**config.mk**
```make
export PLATFORM = sky130hd
export DESIGN_NAME = hamming_decode_arbiter_flat
export DESIGN_NICKNAME = d
export VERILOG_FILES = /design/src/rtl/hamming_decode_arbiter_pkg.sv /design/src/rtl/hamming_decode_arbiter_if.sv /design/src/rtl/hamming_decode_arbiter_rr_arbiter.sv /design/src/rtl/hamming_decode_arbiter.sv /design/src/flat_wrapper.sv
export SDC_FILE = /design/constraint.sdc
export NUM_CORES = 1
export LEC_CHECK = 0
export BUFFER_PORTS_ARGS = -buffer_cell sky130_fd_sc_hd__buf_2
export CORE_ASPECT_RATIO = 0.75
export CORE_UTILIZATION = 49
export CTS_CLUSTER_DIAMETER = 80
export DETAILED_ROUTE_END_ITERATION = 10
export HOLD_SLACK_MARGIN = 0.03
export PLACE_DENSITY = 0.86
export SETUP_SLACK_MARGIN = 0.4
export SYNTH_ARGS = -nofsm -noshare
export SYNTH_HDL_FRONTEND = slang
export SYNTH_SLANG_ARGS = --single-unit
export TNS_END_PERCENT = 5
```
**constraint.sdc**
```tcl
create_clock -name clk -period 3.6 [get_ports clk]
set_input_delay 0 -clock clk [delete_from_list [all_inputs] [get_ports clk]]
set_output_delay 0 -clock clk [all_outputs]
set_load 0.05 [all_outputs]
```
**src/rtl/hamming_decode_arbiter_pkg.sv**
```systemverilog
// -----------------------------------------------------------------------------
// hamming_decode_arbiter_pkg
//   Shared types and constant helpers for the shared Hamming SEC decoder.
//   n_code(p)      : codeword width for p parity bits (2**p - 1)
//   n_data(p)      : data width for p parity bits (2**p - p - 1)
//   data_pos(p, j) : 1-based codeword position carrying data bit j
//   hda_state_t    : decoder FSM state encoding
// -----------------------------------------------------------------------------
package hamming_decode_arbiter_pkg;

  function automatic int n_code(input int p);
    return (1 << p) - 1;
  endfunction

  function automatic int n_data(input int p);
    return (1 << p) - p - 1;
  endfunction

  // Data bits occupy the non-power-of-two positions in ascending order.
  function automatic int data_pos(input int p, input int j);
    int seen;
    data_pos = 0;
    seen     = 0;
    for (int pos = 1; pos <= n_code(p); pos++) begin
      if ((pos & (pos - 1)) != 0) begin
        if (seen == j) data_pos = pos;
        seen++;
      end
    end
  endfunction

  typedef enum logic [1:0] {S_IDLE, S_DECODE, S_RESP} hda_state_t;

endpackage

```
**src/rtl/hamming_decode_arbiter_if.sv**
```systemverilog
// -----------------------------------------------------------------------------
// hamming_decode_arbiter_if
//   Request/response bundle of the shared decoder.
//   req_valid/req_ready/req_msg : N_REQ codeword sources, one-hot accept
//   rsp_*                       : decoded word, source id, syndrome, flag
//   stat_clear/corrected_count  : statistics clear and saturating counter
//   slave  : decoder view
//   master : requester/consumer view
// -----------------------------------------------------------------------------
interface hamming_decode_arbiter_if #(
  parameter int P     = 3,
  parameter int N_REQ = 4,
  parameter int CNT_W = 16
);
  import hamming_decode_arbiter_pkg::*;

  localparam int CW  = n_code(P);
  localparam int DW  = n_data(P);
  localparam int IDW = $clog2(N_REQ);

  logic [N_REQ-1:0]    req_valid;
  logic [N_REQ-1:0]    req_ready;
  logic [N_REQ*CW-1:0] req_msg;
  logic                rsp_valid;
  logic                rsp_ready;
  logic [DW-1:0]       rsp_data;
  logic [IDW-1:0]      rsp_id;
  logic [P-1:0]        rsp_syndrome;
  logic                rsp_corrected;
  logic                stat_clear;
  logic [CNT_W-1:0]    corrected_count;

  modport slave (
    input  req_valid, req_msg, rsp_ready, stat_clear,
    output req_ready, rsp_valid, rsp_data, rsp_id, rsp_syndrome, rsp_corrected,
           corrected_count
  );

  modport master (
    output req_valid, req_msg, rsp_ready, stat_clear,
    input  req_ready, rsp_valid, rsp_data, rsp_id, rsp_syndrome, rsp_corrected,
           corrected_count
  );

endinterface

```
**src/rtl/hamming_decode_arbiter_rr_arbiter.sv**
```systemverilog
// -----------------------------------------------------------------------------
// rr_arbiter
//   Round-robin arbiter; search starts at the pointer and wraps.
//   clk, rst       : clock, asynchronous active-high reset
//   req_i          : request vector
//   advance_i      : grant consumed this cycle; pointer moves past winner
//   grant_onehot_o : one-hot winner (zero when no request)
//   grant_idx_o    : index of winner
// -----------------------------------------------------------------------------
module rr_arbiter #(
  parameter int N = 4
) (
  input  logic                 clk,
  input  logic                 rst,
  input  logic [N-1:0]         req_i,
  input  logic                 advance_i,
  output logic [N-1:0]         grant_onehot_o,
  output logic [$clog2(N)-1:0] grant_idx_o
);
  localparam int IW = $clog2(N);

  logic [IW-1:0] ptr_q;
  logic [IW-1:0] idx;
  logic          found;
  int            idx_int;

  // NOTE: every variable written in a combinational block gets a default
  // first; a path that leaves one unassigned would infer a latch.
  always_comb begin
    grant_onehot_o = '0;
    grant_idx_o    = '0;
    found          = 1'b0;
    idx            = '0;
    idx_int        = 0;
    for (int i = 0; i < N; i++) begin
      idx_int = int'(ptr_q) + i;
      if (idx_int >= N) idx_int = idx_int - N;
      idx = IW'(idx_int);
      if (!found && req_i[idx]) begin
        found               = 1'b1;
        grant_onehot_o[idx] = 1'b1;
        grant_idx_o         = idx;
      end
    end
  end

  // NOTE: state registers use non-blocking assignments and the asynchronous
  // reset sits in the sensitivity list, so reset does not wait for a clock.
  always_ff @(posedge clk or posedge rst) begin
    if (rst) begin
      ptr_q <= '0;
    end else if (advance_i) begin
      ptr_q <= (grant_idx_o == IW'(N - 1)) ? '0 : grant_idx_o + 1'b1;
    end
  end

endmodule

```
**src/rtl/hamming_decode_arbiter.sv**
```systemverilog
// -----------------------------------------------------------------------------
// hamming_decode_arbiter
//   One Hamming SEC decoder shared by N_REQ requesters. A round-robin winner
//   is accepted in IDLE, decoded in DECODE, and held in RESP until taken.
//   clk, rst : clock, asynchronous active-high reset
//   bus      : hamming_decode_arbiter_if.slave (requests, response, stats)
// -----------------------------------------------------------------------------
module hamming_decode_arbiter
  import hamming_decode_arbiter_pkg::*;
#(
  parameter int P     = 3,
  parameter int N_REQ = 4,
  parameter int CNT_W = 16
) (
  input  logic                           clk,
  input  logic                           rst,
  hamming_decode_arbiter_if.slave        bus
);
  localparam int CW  = n_code(P);
  localparam int DW  = n_data(P);
  localparam int IDW = $clog2(N_REQ);

  hda_state_t       state_q;
  logic [CW-1:0]    msg_q;
  logic [IDW-1:0]   id_q;
  logic             rsp_valid_q;
  logic [DW-1:0]    rsp_data_q;
  logic [IDW-1:0]   rsp_id_q;
  logic [P-1:0]     rsp_syndrome_q;
  logic             rsp_corrected_q;
  logic [CNT_W-1:0] count_q;

  logic [N_REQ-1:0] grant_onehot;
  logic [IDW-1:0]   grant_idx;
  logic [N_REQ-1:0] req_ready_d;
  logic             handshake;

  logic [P-1:0]     syndrome_d;
  logic [CW-1:0]    fixed_d;
  logic [DW-1:0]    data_d;

  rr_arbiter #(.N(N_REQ)) u_rr_arbiter (
    .clk            (clk),
    .rst            (rst),
    .req_i          (bus.req_valid),
    .advance_i      (handshake),
    .grant_onehot_o (grant_onehot),
    .grant_idx_o    (grant_idx)
  );

  // The arbiter only grants valid requesters, so any ready bit is a handshake.
  assign req_ready_d = (state_q == S_IDLE) ? grant_onehot : '0;
  assign handshake   = |req_ready_d;

  // Syndrome is the XOR of the 1-based positions of all set bits; a nonzero
  // value names the single bit to flip before data extraction.
  always_comb begin
    syndrome_d = '0;
    for (int k = 0; k < CW; k++) begin
      if (msg_q[k]) syndrome_d = syndrome_d ^ P'(k + 1);
    end
    fixed_d = msg_q;
    if (syndrome_d != '0) fixed_d[syndrome_d - 1'b1] = ~msg_q[syndrome_d - 1'b1];
    data_d = '0;
    for (int j = 0; j < DW; j++) begin
      data_d[j] = fixed_d[data_pos(P, j) - 1];
    end
  end

  always_ff @(posedge clk or posedge rst) begin
    if (rst) begin
      state_q         <= S_IDLE;
      msg_q           <= '0;
      id_q            <= '0;
      rsp_valid_q     <= 1'b0;
      rsp_data_q      <= '0;
      rsp_id_q        <= '0;
      rsp_syndrome_q  <= '0;
      rsp_corrected_q <= 1'b0;
      count_q         <= '0;
    end else begin
      case (state_q)
        S_IDLE: begin
          if (handshake) begin
            msg_q   <= bus.req_msg[grant_idx*CW +: CW];
            id_q    <= grant_idx;
            state_q <= S_DECODE;
          end
        end
        S_DECODE: begin
          rsp_data_q      <= data_d;
          rsp_id_q        <= id_q;
          rsp_syndrome_q  <= syndrome_d;
          rsp_corrected_q <= (syndrome_d != '0);
          rsp_valid_q     <= 1'b1;
          state_q         <= S_RESP;
        end
        S_RESP: begin
          if (bus.rsp_ready) begin
            rsp_valid_q <= 1'b0;
            state_q     <= S_IDLE;
          end
        end
        default: state_q <= S_IDLE;
      endcase

      // Clear takes priority over a same-cycle increment.
      if (bus.stat_clear) begin
        count_q <= '0;
      end else if (state_q == S_DECODE && syndrome_d != '0 && count_q != '1) begin
        count_q <= count_q + 1'b1;
      end
    end
  end

  assign bus.req_ready       = req_ready_d;
  assign bus.rsp_valid       = rsp_valid_q;
  assign bus.rsp_data        = rsp_data_q;
  assign bus.rsp_id          = rsp_id_q;
  assign bus.rsp_syndrome    = rsp_syndrome_q;
  assign bus.rsp_corrected   = rsp_corrected_q;
  assign bus.corrected_count = count_q;

endmodule

```
**src/flat_wrapper.sv**
```systemverilog
// flat-port wrapper written by rule: the top's interface ports become plain ports
module hamming_decode_arbiter_flat import hamming_decode_arbiter_pkg::*;
#(
  parameter int P     = 3,
  parameter int N_REQ = 4,
  parameter int CNT_W = 16
)
  (clk, rst, bus_req_valid, bus_req_msg, bus_rsp_ready, bus_stat_clear, bus_req_ready, bus_rsp_valid, bus_rsp_data, bus_rsp_id, bus_rsp_syndrome, bus_rsp_corrected, bus_corrected_count);
  hamming_decode_arbiter_if #(.P(P), .N_REQ(N_REQ), .CNT_W(CNT_W)) bus_i ();
  input  logic clk;
  input  logic rst;
  input wire logic [$bits(bus_i.req_valid)-1:0] bus_req_valid;
  input wire logic [$bits(bus_i.req_msg)-1:0] bus_req_msg;
  input wire logic [$bits(bus_i.rsp_ready)-1:0] bus_rsp_ready;
  input wire logic [$bits(bus_i.stat_clear)-1:0] bus_stat_clear;
  output wire logic [$bits(bus_i.req_ready)-1:0] bus_req_ready;
  output wire logic [$bits(bus_i.rsp_valid)-1:0] bus_rsp_valid;
  output wire logic [$bits(bus_i.rsp_data)-1:0] bus_rsp_data;
  output wire logic [$bits(bus_i.rsp_id)-1:0] bus_rsp_id;
  output wire logic [$bits(bus_i.rsp_syndrome)-1:0] bus_rsp_syndrome;
  output wire logic [$bits(bus_i.rsp_corrected)-1:0] bus_rsp_corrected;
  output wire logic [$bits(bus_i.corrected_count)-1:0] bus_corrected_count;
  assign bus_i.req_valid = bus_req_valid;
  assign bus_i.req_msg = bus_req_msg;
  assign bus_i.rsp_ready = bus_rsp_ready;
  assign bus_i.stat_clear = bus_stat_clear;
  assign bus_req_ready = bus_i.req_ready;
  assign bus_rsp_valid = bus_i.rsp_valid;
  assign bus_rsp_data = bus_i.rsp_data;
  assign bus_rsp_id = bus_i.rsp_id;
  assign bus_rsp_syndrome = bus_i.rsp_syndrome;
  assign bus_rsp_corrected = bus_i.rsp_corrected;
  assign bus_corrected_count = bus_i.corrected_count;
  hamming_decode_arbiter #(.P(P), .N_REQ(N_REQ), .CNT_W(CNT_W)) u_core (.clk(clk), .rst(rst), .bus(bus_i));
endmodule
```
==> results by group <==
Power and ir drop
  • PD cells: between 1000 and 1500 nW/um^2
  • Lkg Pwr: 1.51 nW
  • Worst vdd ir: around 0.00047 V

Cells and area
  • Fin util: between 60% and 70%
  • Area grow syn2layout: 20.6%
  • Final non-filler cell area: ~3300 um^2
  • ANT cells: 0
  • Layout Cells excl Fill: 410
  • Layout cells sized above 1: between 30% and 40%
  • Nets: 381

Logic synthesis
  • Simple-gate share of the synthesized area: a little under a fifth
  • Largest area contributor in the netlist: dfrtp_1
  • Avg Cell Area, Syn: 10.1 um^2
  • Ys async rst share: 100%
  • Post-synthesis compound-gate area fraction: between 10% and 20%
  • XOR/XNOR Fraction of Synth Area: a little over 7%
  • #FFs+latches synth: 40
  • Syn Inst Count: approximately 270
  • Register area share after synthesis: between 30 and 40%
  • Post-Syn Area: between 2000 and 3000 um^2
  • Syn_nets: roughly 310
  • Main combinational cell family by area after synthesis: simple AND/OR/NAND/NOR gates
  • Synth area leaders: dfrtp_1 37%, mux4_2 8.3%, ha_1 5.1%, xnor2_1 3.9%, mux2_4 3.3%
  • Post-synth top flop: dfrtp_1
  • Number of synthesized flops with an enable pin: 0
  • Multiplexer area fraction after synthesis: between 10% and 20%
  • Synth unique cells: 55
  • Synth Area in Adders: 5.08%
  • Warnings, synthesis: 0
  • Post-synth top area share: 37.0%

GRT
  • Pin count of the biggest net entering global routing: 30
  • GR Util met3: about 5.4%
  • Aggregate global routing overflow: 0
  • GR met1 Demand/Resource: 31.7%
  • GRT Resource Usage Total: 22.8%
  • Most used routing layer in global routing: met2
  • Vias in the first global route: ~2100
  • Initial antenna violation count: 0
  • Global Route met2 Usage: 33.7%
  • First-pass GRT wire length: 9.87 mm

Timing
  • Final period util: between 80 and 90%
  • Slew @ Worst Pin: between 0.7 and 0.8 ns
  • Hold_ws: 0.0490 ns
  • Slew Viols, Final: 0
  • Final Setup Violations: 0
  • Number of hold violations in the final report: 0
  • Max Freq: 0.322 GHz
  • Slew HR: around 51%
  • Clock skew: 0.0128 ns
  • Setup TNS: 0 ns
  • Tmin final: about 3.1 ns
  • Unrepaired setup endpoints after global routing: yes

CTS
  • Post-CTS setup buffers: 0
  • CTS tree: yes
  • Later-pin clock latency in the skew report: about 0.3 ns
  • Root Driver: clkbuf_8
  • CTS Buffer Depth: 2
  • Clock sink total: 40
  • Htree depth: 2
  • Reg clk slew, reported paths: ~0.09 ns
  • TritonCTS buffer count: 5

Critical path
  • Delay-heaviest family, CP: multiplexers
  • Worst path cell trace: inv_1 > ha_1 > mux4_2 > nor4b_4 > nor3_2 > nor2_8 > mux4_2 > mux2_4
  • CP max FO: 13
  • CP Class: reg2reg
  • CP Data Required Time: 3.78 ns
  • R2R Path End: u_core.msg_q[6]$_DFFE_PP0P_
  • Reg2Reg Depth: 8
  • Slowest-stage cell, CP: mux4_2
  • FF-to-FF setup slack: 0.50 ns
  • Worst setup EP type: register
  • Worst setup path endpoint: u_core.msg_q[6]$_DFFE_PP0P_
  • Max stage delay on crit path: about 0.54 ns
  • Crit path launch type: register
  • Bufs and invs on worst path: 1
  • CP most frequent cell: mux4_2
  • Data arrival, critical path: around 3.3 ns
  • CP Depth: 8

Route
  • DRT Wirelength: around 6.4 mm
  • Post-DR wirelength/cell: approximately 16 um
  • Antenna-violating nets left: 0
  • Initial DRC count: 191
  • Pre-antenna DRT Iters: 4
  • Routed vias/inst: about 5.6
  • Post-route DRC: 0
  • Routed vias: roughly 2300

Floorplan
  • Die H: 66.4 um
  • Die Span X: 87.8 um
  • Row cnt: 23
  • Die ar.: approximately 5800 um^2
  • Starting Density: ~50%
  • Core box area: 5320 um^2
  • I/O pin cnt: 67

Placed design
  • Post-DP Area: a little over 3000 um^2
  • Post-DP HPWL: about 5 mm
  • Buffers on Ports: between 60 and 70
  • Routability cong.: about 0.95
  • DP Cell Count: 400

Outcome
  • Status: complete, no violations

Job
  • Total of max-cap violations: 0

Hold path
  • Worst min-delay path class: in2reg
## through the flow
stage	power, mW	worst slack (ns)
CTS	3.63	0.434
global route	3.91	0.391
global placement	3.12	0.404
detailed placement	3.23	0.326
finish	3.65	0.497
floorplan	2.80	0.439
## registers in the layout (all words and copies together) (netlist names), named ones only
| signal | flops |
|---|---|
| u_core.bus.rsp_data | 4 |
| u_core.bus.rsp_corrected | 1 |
| u_core.state_q | 2 |
| u_core.bus.corrected_count | 16 |
| u_core.bus.rsp_syndrome | 3 |
| u_core.u_rr_arbiter.ptr_q | 1 |
| u_core.msg_q | 7 |
| u_core.bus.rsp_valid | 1 |
| u_core.bus.rsp_id | 2 |
| u_core.id_q | 2 |
## power breakdown
group	switching [mW]	total, mW	internal [mW]
registers	0.107	0.710	0.603
logic	1.51	2.56	1.05
clock network	0.173	0.382	0.209
total	1.79	3.65	1.86
## per-layer routing
metal / wire length [um] / share of wire [%]
met3: 370 / 5.8
met2: 2940 / 46
met1: 2910 / 46
met5: 0 / 0
met4: 149 / 2.3
## synth_stat cells (4+ instances only)
cell type / number
a21oi_1: 12
buf_2: 4
dfrtp_1: 40
ha_1: 11
inv_1: 12
mux2_1: 4
mux2_4: 6
mux2i_1: 4
mux4_2: 10
nand2_1: 22
nand2b_1: 6
nand3_1: 11
nor2_1: 22
nor3_1: 5
o21ai_0: 16
o21ai_1: 5
xnor2_1: 12
xor2_1: 10
## worst min path at each step
stage,slack [ns],from,to,cells after the start
final,0.05,bus_stat_clear,u_core.bus.corrected_count[0]$_DFFE_PP0P_,2
after global routing,0.06,bus_stat_clear,u_core.bus.corrected_count[2]$_DFFE_PP0P_,2
after CTS,0.05,bus_stat_clear,u_core.bus.corrected_count[0]$_DFFE_PP0P_,2
after detailed placement,0.02,rst,u_core.bus.corrected_count[1]$_DFFE_PP0P_,2
after global placement,0.01,rst,u_core.bus.corrected_count[1]$_DFFE_PP0P_,2
after floorplan,0.11,bus_rsp_ready,u_core.state_q[1]$_DFFE_PP0P_,1
## area by class of cell
class	count	area, um^2
fill	433	2060
multi-input combinational	203	1630
sequential	40	1000
timing repair buffer	71	373
tap	75	93.8
clock buffer	5	68.8
inverter	13	53.8
clock inverter	3	46.3
## cells by family (layout without fill, tap and decap cells)
kind of cell,after synthesis,after routing
AND/OR/NAND/NOR,93,93
AO/OA/AOI/OAI,52,52
flip-flops,40,40
multiplexers,25,25
buffers and inverters,24,92
XOR/XNOR,22,22
adder cells (fa/ha/maj),11,11
## cell usage in the layout, fill, tap and decap left out, types with 3 or more instances in the layout
master | netlist | layout
nor3_1 | 5 | 5
dfrtp_1 | 40 | 39
mux2_1 | 4 | 4
mux2_4 | 6 | 6
nor2_1 | 22 | 22
nand2b_1 | 6 | 6
buf_4 | 0 | 3
mux2i_1 | 4 | 4
xnor2_1 | 12 | 12
o21ai_0 | 16 | 16
inv_1 | 12 | 12
and3_1 | 3 | 3
nand3_1 | 11 | 11
buf_2 | 4 | 66
a21oi_1 | 12 | 12
a2bb2oi_1 | 3 | 3
o21ai_1 | 5 | 5
ha_1 | 11 | 11
xor2_1 | 10 | 10
nand2_1 | 22 | 22
mux4_2 | 10 | 10
clkbuf_8 | 0 | 5
## what timing repair did
item,in CTS,in global routing
setup endpoints to repair,5,10
hold buffers,2,0
gates resized for setup,1,4
gates cloned,0,0
pin swaps,0,1
endpoints found under the hold margin,13,0
Power figures use the tool's default switching activity.
